[src/rtl/pipeline_hazard_ctrl_pkg.sv]
// Shared types and constants for the pipeline hazard controller.
// Defines the controller FSM states and the pipeline-bank stage indices.
package hazard_pkg;

    typedef enum logic [1:0] {
        RUN    = 2'd0,
        STALL  = 2'd1,
        FLUSH  = 2'd2,
        FREEZE = 2'd3
    } hz_state_t;

    localparam int unsigned ST_PC    = 0;
    localparam int unsigned ST_IFID  = 1;
    localparam int unsigned ST_IDEX  = 2;
    localparam int unsigned ST_EXMEM = 3;
    localparam int unsigned ST_MEMWB = 4;

    localparam int unsigned NSTAGE_DEF    = 5;
    localparam int unsigned CNT_W_DEF     = 16;
    localparam int unsigned MAX_STALL_DEF = 4;

endpackage

[src/rtl/pipeline_hazard_ctrl_if.sv]
// Request/response bundle between the hazard unit and the hazard controller.
interface pipeline_hazard_ctrl_if #(
    parameter int unsigned NSTAGE = 5,
    parameter int unsigned CNT_W  = 16
);

    logic              stall;
    logic [NSTAGE-1:0] flush;
    logic              mem_busy;
    logic [NSTAGE-1:0] stage_en;
    logic [NSTAGE-1:0] stage_clr;
    logic [1:0]        state_o;
    logic [CNT_W-1:0]  stall_cnt;
    logic [CNT_W-1:0]  flush_cnt;
    logic              stall_err;

    modport master (
        output stall, flush, mem_busy,
        input  stage_en, stage_clr, state_o, stall_cnt, flush_cnt, stall_err
    );

    modport slave (
        input  stall, flush, mem_busy,
        output stage_en, stage_clr, state_o, stall_cnt, flush_cnt, stall_err
    );

endinterface

[src/rtl/pipeline_hazard_ctrl_sat_counter.sv]
// Saturating up-counter with synchronous clear; holds at all ones instead of wrapping.
module sat_counter #(
    parameter int unsigned W = 16
) (
    input  logic         clk,
    input  logic         clr,
    input  logic         en,
    output logic [W-1:0] q
);

    logic [W-1:0] cnt_q;
    logic [W-1:0] cnt_d;

    always_comb begin
        cnt_d = cnt_q;
        if (clr) begin
            cnt_d = '0;
        end else if (en && (cnt_q != {W{1'b1}})) begin
            cnt_d = cnt_q + W'(1);
        end
    end

    always_ff @(posedge clk) begin
        cnt_q <= cnt_d;
    end

    assign q = cnt_q;

endmodule

[src/rtl/pipeline_hazard_ctrl.sv]
// Turns stall/flush/mem_busy requests into per-stage write enables and bubble clears,
// remembers flushes raised during a memory freeze and keeps stall/flush statistics.
module pipeline_hazard_ctrl
    import hazard_pkg::*;
#(
    parameter int unsigned NSTAGE    = NSTAGE_DEF,
    parameter int unsigned CNT_W     = CNT_W_DEF,
    parameter int unsigned MAX_STALL = MAX_STALL_DEF
) (
    input logic                   clk,
    input logic                   rst,
    pipeline_hazard_ctrl_if.slave bus
);

    localparam int unsigned RUN_W = $clog2(MAX_STALL + 1);
    localparam logic [RUN_W-1:0] RUN_LIM = RUN_W'(MAX_STALL - 1);
    localparam logic [RUN_W-1:0] RUN_SAT = RUN_W'(MAX_STALL);

    hz_state_t         state_q,      state_d;
    logic [NSTAGE-1:0] pend_flush_q, pend_flush_d;
    logic [RUN_W-1:0]  run_len_q,    run_len_d;
    logic              stall_err_q,  stall_err_d;

    logic [NSTAGE-1:0] eff_flush;
    logic [NSTAGE-1:0] en_c;
    logic [NSTAGE-1:0] clr_c;
    logic              stall_applied;
    logic              stall_inc;
    logic              flush_inc;

    // Priority decode: freeze > flush > unmasked stall > run.
    always_comb begin
        state_d       = RUN;
        pend_flush_d  = pend_flush_q;
        run_len_d     = '0;
        stall_err_d   = stall_err_q;
        stall_inc     = 1'b0;
        flush_inc     = 1'b0;
        en_c          = '1;
        clr_c         = '0;
        eff_flush     = bus.flush | pend_flush_q;
        stall_applied = bus.stall && (state_q != FLUSH);

        if (rst) begin
            en_c  = '0;
            clr_c = '1;
        end else if (bus.mem_busy) begin
            en_c         = '0;
            state_d      = FREEZE;
            pend_flush_d = pend_flush_q | bus.flush;
        end else if (|eff_flush) begin
            clr_c        = eff_flush;
            state_d      = FLUSH;
            pend_flush_d = '0;
            flush_inc    = 1'b1;
        end else if (stall_applied) begin
            en_c[ST_PC]    = 1'b0;
            en_c[ST_IFID]  = 1'b0;
            clr_c[ST_IDEX] = 1'b1;
            state_d        = STALL;
            stall_inc      = 1'b1;
            // The stall that completes MAX_STALL consecutive cycles trips the watchdog.
            if (run_len_q >= RUN_LIM) begin
                stall_err_d = 1'b1;
                run_len_d   = RUN_SAT;
            end else begin
                run_len_d = run_len_q + RUN_W'(1);
            end
        end
    end

    always_ff @(posedge clk) begin
        if (rst) begin
            state_q      <= RUN;
            pend_flush_q <= '0;
            run_len_q    <= '0;
            stall_err_q  <= 1'b0;
        end else begin
            state_q      <= state_d;
            pend_flush_q <= pend_flush_d;
            run_len_q    <= run_len_d;
            stall_err_q  <= stall_err_d;
        end
    end

    sat_counter #(.W(CNT_W)) u_stall_cnt (
        .clk (clk),
        .clr (rst),
        .en  (stall_inc),
        .q   (bus.stall_cnt)
    );

    sat_counter #(.W(CNT_W)) u_flush_cnt (
        .clk (clk),
        .clr (rst),
        .en  (flush_inc),
        .q   (bus.flush_cnt)
    );

    assign bus.stage_en  = en_c;
    assign bus.stage_clr = clr_c;
    assign bus.state_o   = 2'(state_q);
    assign bus.stall_err = stall_err_q;

endmodule

[src/flat_wrapper.sv]
// flat-port wrapper written by rule: the top's interface ports become plain ports
module pipeline_hazard_ctrl_flat import hazard_pkg::*;
#(
    parameter int unsigned NSTAGE    = NSTAGE_DEF,
    parameter int unsigned CNT_W     = CNT_W_DEF,
    parameter int unsigned MAX_STALL = MAX_STALL_DEF
)
  (clk, rst, bus_stall, bus_flush, bus_mem_busy, bus_stage_en, bus_stage_clr, bus_state_o, bus_stall_cnt, bus_flush_cnt, bus_stall_err);
  pipeline_hazard_ctrl_if #(.NSTAGE(NSTAGE), .CNT_W(CNT_W)) bus_i ();
  input logic clk;
  input logic rst;
  input wire logic [$bits(bus_i.stall)-1:0] bus_stall;
  input wire logic [$bits(bus_i.flush)-1:0] bus_flush;
  input wire logic [$bits(bus_i.mem_busy)-1:0] bus_mem_busy;
  output wire logic [$bits(bus_i.stage_en)-1:0] bus_stage_en;
  output wire logic [$bits(bus_i.stage_clr)-1:0] bus_stage_clr;
  output wire logic [$bits(bus_i.state_o)-1:0] bus_state_o;
  output wire logic [$bits(bus_i.stall_cnt)-1:0] bus_stall_cnt;
  output wire logic [$bits(bus_i.flush_cnt)-1:0] bus_flush_cnt;
  output wire logic [$bits(bus_i.stall_err)-1:0] bus_stall_err;
  assign bus_i.stall = bus_stall;
  assign bus_i.flush = bus_flush;
  assign bus_i.mem_busy = bus_mem_busy;
  assign bus_stage_en = bus_i.stage_en;
  assign bus_stage_clr = bus_i.stage_clr;
  assign bus_state_o = bus_i.state_o;
  assign bus_stall_cnt = bus_i.stall_cnt;
  assign bus_flush_cnt = bus_i.flush_cnt;
  assign bus_stall_err = bus_i.stall_err;
  pipeline_hazard_ctrl #(.NSTAGE(NSTAGE), .CNT_W(CNT_W), .MAX_STALL(MAX_STALL)) u_core (.clk(clk), .rst(rst), .bus(bus_i));
endmodule
[config.mk]
export PLATFORM = sky130hd
export DESIGN_NAME = pipeline_hazard_ctrl_flat
export DESIGN_NICKNAME = d
export VERILOG_FILES = /design/src/rtl/pipeline_hazard_ctrl_pkg.sv /design/src/rtl/pipeline_hazard_ctrl_if.sv /design/src/rtl/pipeline_hazard_ctrl_sat_counter.sv /design/src/rtl/pipeline_hazard_ctrl.sv /design/src/flat_wrapper.sv
export SDC_FILE = /design/constraint.sdc
export NUM_CORES = 1
export LEC_CHECK = 0
export BUFFER_PORTS_ARGS = -buffer_cell sky130_fd_sc_hd__buf_4
export CAP_MARGIN = 30
export CORE_ASPECT_RATIO = 0.8
export CORE_UTILIZATION = 55
export CTS_CLUSTER_SIZE = 24
export DETAILED_ROUTE_END_ITERATION = 7
export GPL_TIMING_DRIVEN = 0
export PLACE_DENSITY = 0.82
export RECOVER_POWER = 25
export SLEW_MARGIN = 20
export SYNTH_ARGS = -nofsm -noshare
export SYNTH_HDL_FRONTEND = slang
export SYNTH_HIERARCHICAL = 1
export SYNTH_SLANG_ARGS = --single-unit
[constraint.sdc]
create_clock -name clk -period 4.8 [get_ports clk]
set_input_delay 0 -clock clk [delete_from_list [all_inputs] [get_ports clk]]
set_output_delay 0 -clock clk [all_outputs]
set_load 0.01 [all_outputs]
# --- Word-level counts from Yosys, hierarchy flattened ---
# Index checks and enable logic that the tools add are counted.
word_totals:
  reg_bits: 43
  inputBits: 9
  output_inout_bits: 45
  word_cells: 49
op_classes:
  n_addsub: 3
  order_cmp: 1
  n_eq_ne: 3
  mux: 23
  n_bitwise: 4
  n_reduce_logical: 8
op_table:
  columns: ["operator", "count"]
  rows:
  - ["$add 16x1->16 const B", 2]
  - ["$ne 16x16->1 const B", 2]
  - ["$mux 5", 5]
  - ["$mux 2", 7]
  - ["$mux 1", 9]
  - ["$reduce_or 9->1", 1]
  - ["$reduce_or 8->1", 1]
  - ["$mux 3", 2]
  - ["$or 5x5->5", 1]
  - ["$reduce_or 5->1", 1]
  - ["$reduce_and 4->1", 1]
  - ["$add 3x1->3 const B", 1]
  - ["$ge 3x2->1 const B", 1]
  - ["$logic_and 1x1->1", 3]
  - ["$not 1->1", 3]
  - ["$ne 2x2->1 const B", 1]
  - ["$reduce_bool 2->1", 1]

# --- Depth between registers and ports, before layout ---
# Gate-level depths: netlist of run 1.
depth:
  word_depth: 7
  depth_mapped: 8
  depth_no_buf: 7

# --- Cells and area by module ---
# Netlist of run 1, hierarchy kept.
by_module_without_submodules:
  columns: ["module", "instances", "cells_per_inst", "area_per_inst_um2", "seq_area_each_um2"]
  rows:
  - ["sat_counter", 2, 99, 848.3, 320.3]
  - ["pipeline_hazard_ctrl", 1, 55, 540.5, 220.2]

# --- Worst setup path before layout of run 1 ---
# Ideal clock, no wire load.
synth_timing:
  path_kind: "flip-flop to flip-flop"
  from: "register u_core.pend_flush_q[0]"
  to: "register u_core.u_stall_cnt.cnt_q[7], in the netlist u_core/u_stall_cnt/q[7]"
  setup_time_ns: 0.070
  arrival_ns: 1.965
  required_time_ns: 4.730
  path_slack_ns: 2.764
  path_stages_with_launch: 8
  path_buffers: 1
  period_less_slack_ns: 2.036
  path_cell_list: "dfxtp_1 nor4_4 nand4_4 nor2_1 nand2_1 clkbuf_1 or4_1 a21oi_1"
synth_via:
  elab_chain_len: 6
synth_rtl:
  columns: ["item", "line_no", "rtl"]
  rows:
  - ["start, declared", "pipeline_hazard_ctrl.sv:20", "logic [NSTAGE-1:0] pend_flush_q, pend_flush_d;"]
  - ["start signal, assigned", "pipeline_hazard_ctrl.sv:80", "pend_flush_q <= pend_flush_d;"]
  - ["$or 5x5->5", "pipeline_hazard_ctrl.sv:41", "eff_flush = bus.flush | pend_flush_q;"]
  - ["$reduce_or 5->1", "pipeline_hazard_ctrl.sv:51", "end else if (|eff_flush) begin"]
  - ["$mux 1", "pipeline_hazard_ctrl.sv:51", null]
  - ["$mux 1", "pipeline_hazard_ctrl.sv:47", "end else if (bus.mem_busy) begin"]
  - ["$mux 1", "pipeline_hazard_ctrl.sv:44", "if (rst) begin"]
  - ["via u_core.stall_inc", "pipeline_hazard_ctrl.sv:28", "logic stall_inc;"]
  - ["$logic_and 1x1->1", "pipeline_hazard_ctrl_sat_counter.sv:18", "end else if (en && (cnt_q != {W{1'b1}})) begin"]
  - ["end signal, assigned", "pipeline_hazard_ctrl_sat_counter.sv:24", "cnt_q <= cnt_d;"]
  - ["end, declared", "pipeline_hazard_ctrl_sat_counter.sv:11", "logic [W-1:0] cnt_q;"]
# The timed path passes the listed nets, and every way through them passes these cells.
# A chain may end at the register's enable or synchronous reset.

# --- Final worst setup path of run 1 ---
layout_timing:
  from: "input port bus_flush[0]"
  to: "register u_core.u_stall_cnt.cnt_q[9], in the netlist u_core/u_stall_cnt/q[9]"
layout_via:
  elab_chain_len: 6
layout_rtl:
  columns: ["item", "line_no", "rtl"]
  rows:
  - ["start, declared", "flat_wrapper.sv:13", "input wire logic [$bits(bus_i.flush)-1:0] bus_flush;"]
  - ["$or 5x5->5", "pipeline_hazard_ctrl.sv:41", null]
  - ["$reduce_or 5->1", "pipeline_hazard_ctrl.sv:51", null]
  - ["$mux 1", "pipeline_hazard_ctrl.sv:51", null]
  - ["$mux 1", "pipeline_hazard_ctrl.sv:47", null]
  - ["$mux 1", "pipeline_hazard_ctrl.sv:44", null]
  - ["via u_core.stall_inc", "pipeline_hazard_ctrl.sv:28", null]
  - ["$logic_and 1x1->1", "pipeline_hazard_ctrl_sat_counter.sv:18", null]
# The timed path passes the listed nets, and every way through them passes these cells.

==> reports/metrics.cfg, run 1 <==
[detailed_routing]
drt-wirelength-per-cell_um=14.6
drt_pass1_iterations=4
dr.first_iter.drc_count=161
vias_per_inst=5.94
num_vias=2202
drcViolationCount=0
totalWireLength_mm=5.44
postRouteAntennaNets=0

[place]
port_buffers=51
gpl.final_weighted_congestion=0.860
post-place-cells=359
dpl.hpwl_mm=4.00

[timing]
hold-worst-slack_ns=0.0404
clock.fmax_ghz=0.412
worst_tran_pin_value_ns=0.858
setup_total_negative_slack_ns=0
timing.final.crit_share=0.505
timing.final.setup_violations=0
final_period_minus_worst_setup_slack_ns=2.43
worst_slew_margin_rel=0.421
fin_worst_skew_ns=0.00579
grt_setup_unrepaired=false
hold_viol_final=0
slew_violations=0

[power]
p_leak_uw=0.000994
power_per_cell_area_nw_per_um2=234
ir_worst_vdd_mv=0.139

[clock_network]
worstSkewPairLatency_ns=0.29
tritoncts=yes
clock_sink_count=43
clk_root_buffer_cell=sky130_fd_sc_hd__clkbuf_8
number_of_levels_in_the_clock_h_tree=2
tritoncts.num_buffers=5
clk_pin_slew_ns=0.08
cts.path.max_buffers=2
cts_resized=0

[worst_setup_path]
arrival_ns=2.65
worstSetupStartpointType=input port
path_max_fanout=10
critical_path_class=input port to flop
endpoint_kind=flop
critPathRequiredTime_ns=5.03
worst_r2r_path_depth=7

[die]
horiz_die_dim_um=73.3
core_area_sq_um=3850
num_rows=20
initial_util=0.581
die_h_um=59.0
io_pins=54
design.die.area_sq_um=4330

[global_route]
total_grt_overflow=0
use_met3=0.0646
groute.layer.met2.usage=0.417
grt_use_total=0.271
grt_start_max_net_pins=13
grt_pass1_vias=1925
grt.met1_usage=0.368
antenna_found_initial=0
global_route_wire_length_before_repair_mm=9.01
most_used_layer_global_route=met2

[layout]
num-nets-final=329
nFillCells=365
num_antenna_cells=0
flow.area_growth_from_synthesis_pct=22.6
post_route_cells_drive_above_1_share=0.184
post_layout_nonfiller_instances=371

[flow_run]
timing.max_cap.violations=0

[run_status]
run_status=finished, final reports clean

[logic_synthesis]
yosysSeqAreaShare=0.385
yosys_most_used_dff=sky130_fd_sc_hd__dfxtp_1
yosys_warnings=6
netlist-cell-type-count=42
synth_nets=266
synth_area_sq_um=2240
ys_seq_elements=43
async_reset_ff_frac=0
post_synth.cell_area_avg_sq_um=8.84
synth-edff-count=0
post_syn_instances=253

[worst_hold_path]
hp-class=input port to flop
hold-path-cell-count=2

## placed cells by master, fill, tap and decap left out, drive strengths merged, types with 13 or more instances in the layout
cell | netlist | layout
nand3 | 13 | 13
dfxtp | 43 | 43
buf | 8 | 41
o31ai | 14 | 14
a21oi | 20 | 20
clkbuf | 5 | 29
or4 | 14 | 14
nand2 | 15 | 15
nor2 | 24 | 24
## synthesized netlist by cell type, types with 8 or more instances
cell	count	area, sq um
sky130_fd_sc_hd__a21oi_1	20	100
sky130_fd_sc_hd__o31ai_1	14	105
sky130_fd_sc_hd__nand3_1	13	65.1
sky130_fd_sc_hd__nand2_1	13	48.8
sky130_fd_sc_hd__or4_1	14	105
sky130_fd_sc_hd__inv_1	9	33.8
sky130_fd_sc_hd__nor3_1	8	40.0
sky130_fd_sc_hd__nor2_1	20	75.1
sky130_fd_sc_hd__o21ai_0	8	40.0
sky130_fd_sc_hd__dfxtp_1	43	861
## critical path, cell delays in order
cell	delay, ns
sky130_fd_sc_hd__dlygate4sd3_1	0.55
sky130_fd_sc_hd__clkbuf_1	0.14
sky130_fd_sc_hd__nor4_4	0.26
sky130_fd_sc_hd__nand4_4	0.20
sky130_fd_sc_hd__nor2_1	0.41
sky130_fd_sc_hd__nand2_1	0.16
sky130_fd_sc_hd__clkbuf_1	0.25
sky130_fd_sc_hd__or4_1	0.52
sky130_fd_sc_hd__a21oi_1	0.15
## per-stage QoR
step	utilization	worst slack [ns]	instance area [sq um]	total power, uW
2_1_floorplan	-	2.76	2240	398
3_3_place_gp	0.698	2.54	2690	418
3_5_place_dp	0.698	2.46	2690	419
4_1_cts	0.733	2.42	2830	650
5_1_grt	0.712	2.17	2740	669
6_report	0.712	2.37	2740	641
## repair_timing
item | in CTS | in global routing
hold buffers | 5 | 0
setup buffers | 0 | 0
hold endpoints to repair | 5 | 0
## registers in the layout (all words and copies together), names as in the netlist
| signal | count |
|---|---|
| u_core/run_len_q | 3 |
| u_core/bus.state_o | 2 |
| u_core/bus.stall_err | 1 |
| u_core/u_stall_cnt/q | 16 |
| u_core/pend_flush_q | 5 |
| u_core/u_flush_cnt/q | 16 |
## metal layers
metal / vias to the layer above / part of all wire
met3: 11 / 0.061
li1: 1085 / -
met4: 0 / 0.017
met1: 1034 / 0.47
met5: - / 0
met2: 72 / 0.45
## report_power, final
part	switching (uW)	internal [uW]
clock network	119	113
logic	25.7	20.8
registers	2.65	360
## kinds of logic after synthesis
| family | synth area share |
|---|---|
| fa+ha+maj | 0.0224 |
| buf+inv | 0.0436 |
| mux | 0.0190 |
| xor+xnor | 0.0157 |
| flops | 0.385 |
| simple gates | 0.342 |
| compound gates | 0.172 |
## cell type report
| type | instances | area, sq um | share of cell area |
|---|---|---|---|
| flip-flops and latches | 43 | 861 | 0.314 |
| plain buffers | 13 | 63.8 | 0.0233 |
| clock buffers | 6 | 82.6 | 0.0301 |
| multi-input cells | 188 | 1260 | 0.459 |
| repair buffers | 56 | 369 | 0.135 |
| well taps | 55 | 68.8 | 0.0251 |
| clock inverters | 1 | 5.00 | 0.00182 |
| inverters | 9 | 33.8 | 0.0123 |
## worst paths after layout
kind	slack, ns	to	startpoint
setup / recovery	2.37	u_core/u_stall_cnt/q[9]	bus_flush[0]
setup reg to reg	2.39	u_core/u_stall_cnt/q[9]	u_core/pend_flush_q[0]
hold reg to reg	0.46	u_core/bus.stall_err	u_core/bus.stall_err
hold / removal	0.04	u_core/bus.state_o[1]	bus_mem_busy
(Power assumes the default switching activity.)
==> run 2: changes to the inputs <==
- CORE_UTILIZATION: 55 -> 53
- PLACE_DENSITY: 0.82 -> 0.79
- clock period: 4.8 -> 2.5 ns (I/O delays scaled with it)
==> run 2 against run 1 <==
Effect of this change: final area shrank 0.14%; wire length fell by 6.9%; combinational power rose by 88%; final cell count up 0.27%; total power increased by 89%; flip-flop and latch count did not move; die area is 3.7% higher; non-clock buffer count unchanged; largest cell class unchanged.
==> reports/metrics.cfg, run 2 (synthesis gave the netlist of run 1 again) <==
[run_status]
run_status=finished, final reports clean

[power]
ir_worst_vdd_mv=0.299  ; +120%
gate_power_share=0.072  ; about the same
sequentialPowerShare=0.574  ; +0.008
power.net_switching_uw=287  ; +95%
p_leak_uw=0.000985  ; -0.96%
power.clock.fraction=0.353  ; -0.008
finalPower_uw=1210  ; +89%
power_per_cell_area_nw_per_um2=443  ; +89%
sw_share=0.236  ; +0.00697
internal_power_uw=926  ; +87%

[layout]
num-nets-final=329  ; unchanged
postLayoutCoreUtil=0.697  ; -0.0146
post_layout_nonfiller_instances=372  ; +0.27%
mostFrequentLayoutCells=sky130_fd_sc_hd__dfxtp_1 (43), sky130_fd_sc_hd__buf_4 (36), sky130_fd_sc_hd__clkbuf_1 (24), sky130_fd_sc_hd__nor2_1 (23), sky130_fd_sc_hd__a21oi_1 (20)
leading_cell_type_in_the_layout_fill_and_taps_excluded=sky130_fd_sc_hd__dfxtp_1
flow.area_growth_from_synthesis_pct=22.4
post_route_cells_drive_above_1_share=0.183  ; -0.000579
num_antenna_cells=0  ; unchanged

[timing]
clock.fmax_ghz=0.443
worst_slew_margin_rel=0.520  ; +0.0990
fin_worst_skew_ns=0.00569  ; -0.000102 ns
hold_viol_final=0  ; unchanged
timing.final.crit_share=0.903
final_period_minus_worst_setup_slack_ns=2.26
slew_violations=0  ; unchanged
hold-worst-slack_ns=0.0403  ; -0.000110 ns
timing.final.setup_violations=0  ; unchanged
worst_tran_pin_value_ns=0.711  ; -0.147 ns
grt_setup_unrepaired=false
setup_total_negative_slack_ns=0  ; unchanged

[clock_network]
clock_sink_count=43  ; unchanged
worstSkewPairLatency_ns=0.29  ; about the same
clk_pin_slew_ns=0.08  ; about the same
number_of_setup_buffers_added_after_cts=0  ; unchanged
tritoncts.num_buffers=5  ; unchanged
number_of_levels_in_the_clock_h_tree=2  ; unchanged
clk_root_buffer_cell=sky130_fd_sc_hd__clkbuf_8
tritoncts=yes
cts.path.max_buffers=2  ; unchanged

[worst_setup_path]
worstSetupStartpointType=flop
worst_r2r_path_depth=7  ; unchanged
crit_path_from=u_core/pend_flush_q[0]
critical_path_class=flop to flop
r2r_slack_ns=0.24  ; -2.15 ns
critPathRequiredTime_ns=2.72  ; -2.31 ns
regToRegEndpoint=u_core/u_stall_cnt/q[15]
crit_chain=nor4_4, nand4_4, nor2_2, nand2_1, clkbuf_1, or4_1, a21oi_1
endpoint_kind=flop
critical-path-max-stage-delay_ns=0.51  ; -0.04 ns
arrival_ns=2.48  ; -0.17 ns
critical_path.slowest_cell=sky130_fd_sc_hd__or4_1
path_max_fanout=10  ; unchanged
crit-reg2reg-launch=u_core/pend_flush_q[0]
timing.critical_path.to=u_core/u_stall_cnt/q[15]

[global_route]
antenna_found_initial=0  ; unchanged
grt_use_total=0.238  ; -0.0326
total_grt_overflow=0  ; unchanged
grt_start_max_net_pins=14  ; +1
global_route_wire_length_before_repair_mm=8.09  ; -10%
grt_pass1_vias=1794  ; -6.8%

[place]
port_buffers=51  ; unchanged
post-place-cells=359  ; unchanged
gpl.final_weighted_congestion=0.802  ; -6.7%
dpl.hpwl_mm=3.68  ; -8.0%

[detailed_routing]
postRouteAntennaNets=0  ; unchanged
totalWireLength_mm=5.06  ; -6.9%
num_vias=2165  ; -1.7%
drt_pass1_iterations=4  ; unchanged
drcViolationCount=0  ; unchanged
vias_per_inst=5.82  ; -1.9%
drt-wirelength-per-cell_um=13.6  ; -7.2%
dr.first_iter.drc_count=214  ; +33%

[die]
horiz_die_dim_um=74.6  ; +1.8%
core_area_sq_um=3930  ; +1.9%
die_h_um=60.1  ; +1.8%
num_rows=20  ; unchanged
design.die.area_sq_um=4490  ; +3.7%
initial_util=0.569  ; -0.0111
io_pins=54  ; unchanged

[flow_run]
timing.max_cap.violations=0  ; unchanged

[worst_hold_path]
hp-class=input port to flop

-- run 2: changes by cell type in the layout (fill, tap and decap cells not counted), sizes merged --
cell,before,now
clkinvlp,0,1
-- run 2: power by group through the flow --
| stage | combinational (uW) | clock, uW | sequential, uW |
|---|---|---|---|
| 4_1_cts | 95.9 | 444 | 698 |
| 3_3_place_gp | 88.6 | 0 | 714 |
| 6_report | 87.5 | 429 | 697 |
| 5_1_grt | 95.8 | 479 | 698 |
| 2_1_floorplan | 49.3 | 0 | 715 |
| 3_5_place_dp | 89.2 | 0 | 714 |
-- run 2: through the flow --
step / worst slack (ns) / cell area (sq um)
6_report: 0.242 / 2740
5_1_grt: 0.0685 / 2740
4_1_cts: 0.128 / 2820
3_5_place_dp: 0.190 / 2690
3_3_place_gp: 0.221 / 2690
2_1_floorplan: 0.464 / 2240
-- run 2: repair_timing --
action,CTS,global route
endpoints found under the setup margin,0,4
endpoints found under the hold margin,5,0
hold buffers,5,0
resized for setup,0,1
-- run 2: layout make-up --
type | count | area (sq um)
Inverter | 9 | 33.8
Sequential cell | 43 | 861
Multi-Input combinational cell | 188 | 1260
Tap cell | 55 | 68.8
Fill cell | 337 | 1190
Clock inverter | 2 | 12.5
Buffer | 13 | 63.8
Timing Repair Buffer | 56 | 365
Clock buffer | 6 | 72.6
-- run 2: critical path, delay by kind of cell (launching register included) --
kind,cells,cell delay (ns)
buffers and inverters,1,0.22
AND/OR/NAND/NOR,5,1.49
AO/OA/AOI/OAI,1,0.15
flip-flops,1,0.34
-- run 2: per-layer routing --
metal	wire (um)	global-route usage	vias to the layer above
met3	345	0.0573	5
li1	-	-	1083
met1	2330	0.317	995
met4	49	0.0970	0
met5	0	0	-
met2	2330	0.371	82
-- run 2: worst min path at each step --
| stage | startpoint | to | depth (start not counted) |
|---|---|---|---|
| finish | bus_stall | u_core/bus.state_o[0] | 3 |
| global route | bus_stall | u_core/bus.state_o[0] | 3 |
| CTS | bus_stall | u_core/bus.state_o[0] | 3 |
| detailed placement | bus_flush[4] | u_core/pend_flush_q[4] | 3 |
| global placement | bus_flush[3] | u_core/pend_flush_q[3] | 3 |
| floorplan | bus_flush[4] | u_core/pend_flush_q[4] | 2 |
==> run 3: changes to the inputs <==
- ABC_AREA: not set -> 1
- CORE_UTILIZATION: 53 -> 54
- PLACE_DENSITY: 0.79 -> 0.8
==> run 3 against run 2 <==
Effect of this change: worst setup slack better by 0.31 ns; die area grew 6.1%; fmax is 16% higher; utilization about the same; flip-flop and latch count unchanged; final cell count rose by 32%; synthesized area increased by 8.3%; clock power hardly changed; final area rose by 7.7%; total power rose by 2.7%; largest cell class unchanged; largest power group unchanged; highest routed layer unchanged.
==> reports/metrics.cfg, run 3 <==
[place]
port_buffers=53  ; +3.9%
detailed_place.area_sq_um=2890  ; +7.5%
gpl.final_weighted_congestion=0.887  ; +11%
dpl.hpwl_mm=4.13  ; +12%

[die]
initial_util=0.573  ; +0.00318
core_area_sq_um=4230  ; +7.7%
io_pins=54  ; unchanged
horiz_die_dim_um=76.9  ; +3.0%
die_h_um=61.9  ; +3.0%
num_rows=21  ; +5.0%
design.die.area_sq_um=4760  ; +6.1%

[layout]
num_antenna_cells=0  ; unchanged
nFillCells=403  ; +20%
flow.area_growth_from_synthesis_pct=21.8
multi_input_gate_area_in_the_final_layout_sq_um=1400  ; +11%
post_route_cells_drive_above_1_share=0.215  ; +0.0318
mostFrequentLayoutCells=sky130_fd_sc_hd__nand2_1 (97), sky130_fd_sc_hd__nor2_1 (82), sky130_fd_sc_hd__dfxtp_1 (43), sky130_fd_sc_hd__buf_4 (34), sky130_fd_sc_hd__inv_1 (26)
register_area_sq_um=861  ; unchanged
num-nets-final=445  ; +35%
leading_cell_type_in_the_layout_fill_and_taps_excluded=sky130_fd_sc_hd__nand2_1
finish.instance_area_sq_um=2950  ; +7.7%

[timing]
grt_setup_unrepaired=false
worst_slew_margin_rel=0.780  ; +0.261
setup_total_negative_slack_ns=0  ; unchanged
worst_tran_pin_value_ns=0.328  ; -0.383 ns
final_period_minus_worst_setup_slack_ns=1.95  ; -0.306 ns
timing.final.setup_violations=0  ; unchanged
timing.final.crit_share=0.781  ; -0.122
slew_violations=0  ; unchanged
clock.fmax_ghz=0.512  ; +16%
hold_viol_final=0  ; unchanged
fin_worst_skew_ns=0.00399  ; -0.00170 ns

[clock_network]
clk_root_buffer_cell=sky130_fd_sc_hd__clkbuf_8
tritoncts.num_buffers=5  ; unchanged
clk_pin_slew_ns=0.08  ; about the same
tritoncts=yes
cts.path.max_buffers=2  ; unchanged
worstSkewPairLatency_ns=0.29  ; about the same
clock_sink_count=43  ; unchanged
number_of_levels_in_the_clock_h_tree=2  ; unchanged

[worst_setup_path]
worst_r2r_path_depth=12  ; +5
arrival_ns=2.14  ; -0.34 ns
r2r_slack_ns=0.58  ; +0.34 ns
critPathRequiredTime_ns=2.69  ; -0.03 ns
critical_path_class=input port to flop
worstSetupStartpointType=input port
endpoint_kind=flop
path_max_fanout=8  ; -2

[power]
power_per_cell_area_nw_per_um2=422  ; -4.7%
ir_worst_vdd_mv=0.333  ; +11%
p_leak_uw=0.00127  ; +29%

[logic_synthesis]
synth_nets=379  ; +42%
yosysSeqAreaShare=0.355  ; -0.0294
netlist_top_cells_count=sky130_fd_sc_hd__nand2_1 (97), sky130_fd_sc_hd__nor2_1 (82), sky130_fd_sc_hd__dfxtp_1 (43)
post-synth-top-area-fraction=0.355  ; -0.0294
ys_seq_elements=43  ; unchanged
synth_area_sq_um=2420  ; +8.3%
synth-edff-count=0  ; unchanged
synthMostInstantiatedCell=sky130_fd_sc_hd__nand2_1
synthTopCellsByArea=sky130_fd_sc_hd__dfxtp_1 (36%), sky130_fd_sc_hd__nand2_1 (15%), sky130_fd_sc_hd__nor2_1 (13%), sky130_fd_sc_hd__nor2_2 (6.2%), sky130_fd_sc_hd__nand3_1 (5.2%)
yosys_most_used_dff=sky130_fd_sc_hd__dfxtp_1
netlist-cell-type-count=23  ; -45%
yosys_warnings=6  ; unchanged
post_syn_instances=366  ; +45%
async_reset_ff_frac=0  ; unchanged
post_synth.cell_area_avg_sq_um=6.62  ; -25%
synth_area_leader_cell=sky130_fd_sc_hd__dfxtp_1

[detailed_routing]
drcViolationCount=0  ; unchanged
postRouteAntennaNets=0  ; unchanged
totalWireLength_mm=5.36  ; +5.9%
dr.first_iter.drc_count=138  ; -36%
drt_pass1_iterations=4  ; unchanged
drt-wirelength-per-cell_um=10.9  ; -20%
num_vias=2418  ; +12%
vias_per_inst=4.93  ; -15%

[flow_run]
timing.max_cap.violations=0  ; unchanged

[worst_hold_path]
hold-path-cell-count=3  ; unchanged
hp-class=input port to flop

[run_status]
run_status=finished, final reports clean

[global_route]
grt_start_max_net_pins=13  ; -1
grt_use_total=0.233  ; -0.00540
global_route_wire_length_before_repair_mm=8.67  ; +7.2%
total_grt_overflow=0  ; unchanged
grt_pass1_vias=1992  ; +11%
antenna_found_initial=0  ; unchanged

## run 3: cell types whose count changed in the layout (fill, tap and decap cells not counted), moves of 6 or more
cell,before,now
sky130_fd_sc_hd__nand2_1,13,97
sky130_fd_sc_hd__nor2_2,1,24
sky130_fd_sc_hd__or4_1,14,0
sky130_fd_sc_hd__and4_1,6,0
sky130_fd_sc_hd__nor2_1,23,82
sky130_fd_sc_hd__or3_1,6,0
sky130_fd_sc_hd__inv_1,9,26
sky130_fd_sc_hd__o31ai_1,14,0
sky130_fd_sc_hd__nor4_1,6,0
sky130_fd_sc_hd__nand3_1,13,25
## run 3: timing repair
action	CTS	global route
gates resized for setup	0	0
endpoints found under the hold margin	8	0
hold buffers	6	0
setup buffers	0	0
## run 3: metal layers
layer,vias to the layer above,global-route usage,share of wire
met5,-,0,0
met4,0,0.0824,0.0026
met3,2,0.0496,0.060
met2,68,0.388,0.42
met1,1069,0.306,0.51
li1,1279,-,-
## run 3: path summary, 6_finish.rpt
kind                          startpoint                       end
hold / removal              bus_mem_busy     u_core/bus.state_o[0]
setup reg to reg  u_core/pend_flush_q[0]  u_core/u_stall_cnt/q[13]
hold reg to reg      u_core/run_len_q[0]       u_core/run_len_q[0]
setup / recovery            bus_flush[0]  u_core/u_stall_cnt/q[13]
## run 3: cell type report
class,instances,area share
multi-input cells,286,0.475
flip-flops and latches,43,0.292
repair buffers,59,0.127
inverters,30,0.0382
clock buffers,7,0.0259
well taps,57,0.0242
plain buffers,7,0.0161
clock inverters,1,0.00170
## run 3: metrics by stage
step | util | setup WS (ns) | hold WS [ns] | cells | power, uW
global route | 0.697 | 0.409 | 0.0321 | 490 | 1310
global placement | 0.684 | 0.673 | 0.238 | 476 | 826
finish | 0.697 | 0.547 | 0.0295 | 490 | 1250
CTS | 0.717 | 0.585 | 0.0308 | 490 | 1260
detailed placement | 0.684 | 0.626 | 0.248 | 476 | 829
floorplan | - | 0.812 | 0.0624 | 366 | 781
## run 3: logic make-up after synthesis
kind of cell,count (synthesis),share of synthesized area
compound gates,24,0.0568
fa+ha+maj,4,0.0207
buf+inv,37,0.0661
flops,43,0.355
simple gates,258,0.501
## run 3: report_power, final
group	total [uW]	switching (uW)	internal, uW	leakage (uW)
logic	118	64.9	53.5	0.000883
clock network	428	232	196	0.0000422
registers	698	5.99	692	0.000348
total	1250	303	942	0.00127
## run 3: critical path: stages
cell and delay (ns):
sky130_fd_sc_hd__dlygate4sd3_1 0.54, sky130_fd_sc_hd__buf_4 0.15, sky130_fd_sc_hd__nor2_4 0.16, sky130_fd_sc_hd__nand2_1 0.07, sky130_fd_sc_hd__nor2_1 0.16, sky130_fd_sc_hd__nand3_1 0.13
sky130_fd_sc_hd__inv_1 0.06, sky130_fd_sc_hd__buf_2 0.18, sky130_fd_sc_hd__nand3_1 0.12, sky130_fd_sc_hd__or2_0 0.22, sky130_fd_sc_hd__nor2_1 0.15, sky130_fd_sc_hd__nand3_1 0.09
sky130_fd_sc_hd__nand2_1 0.08, sky130_fd_sc_hd__nor2_1 0.04
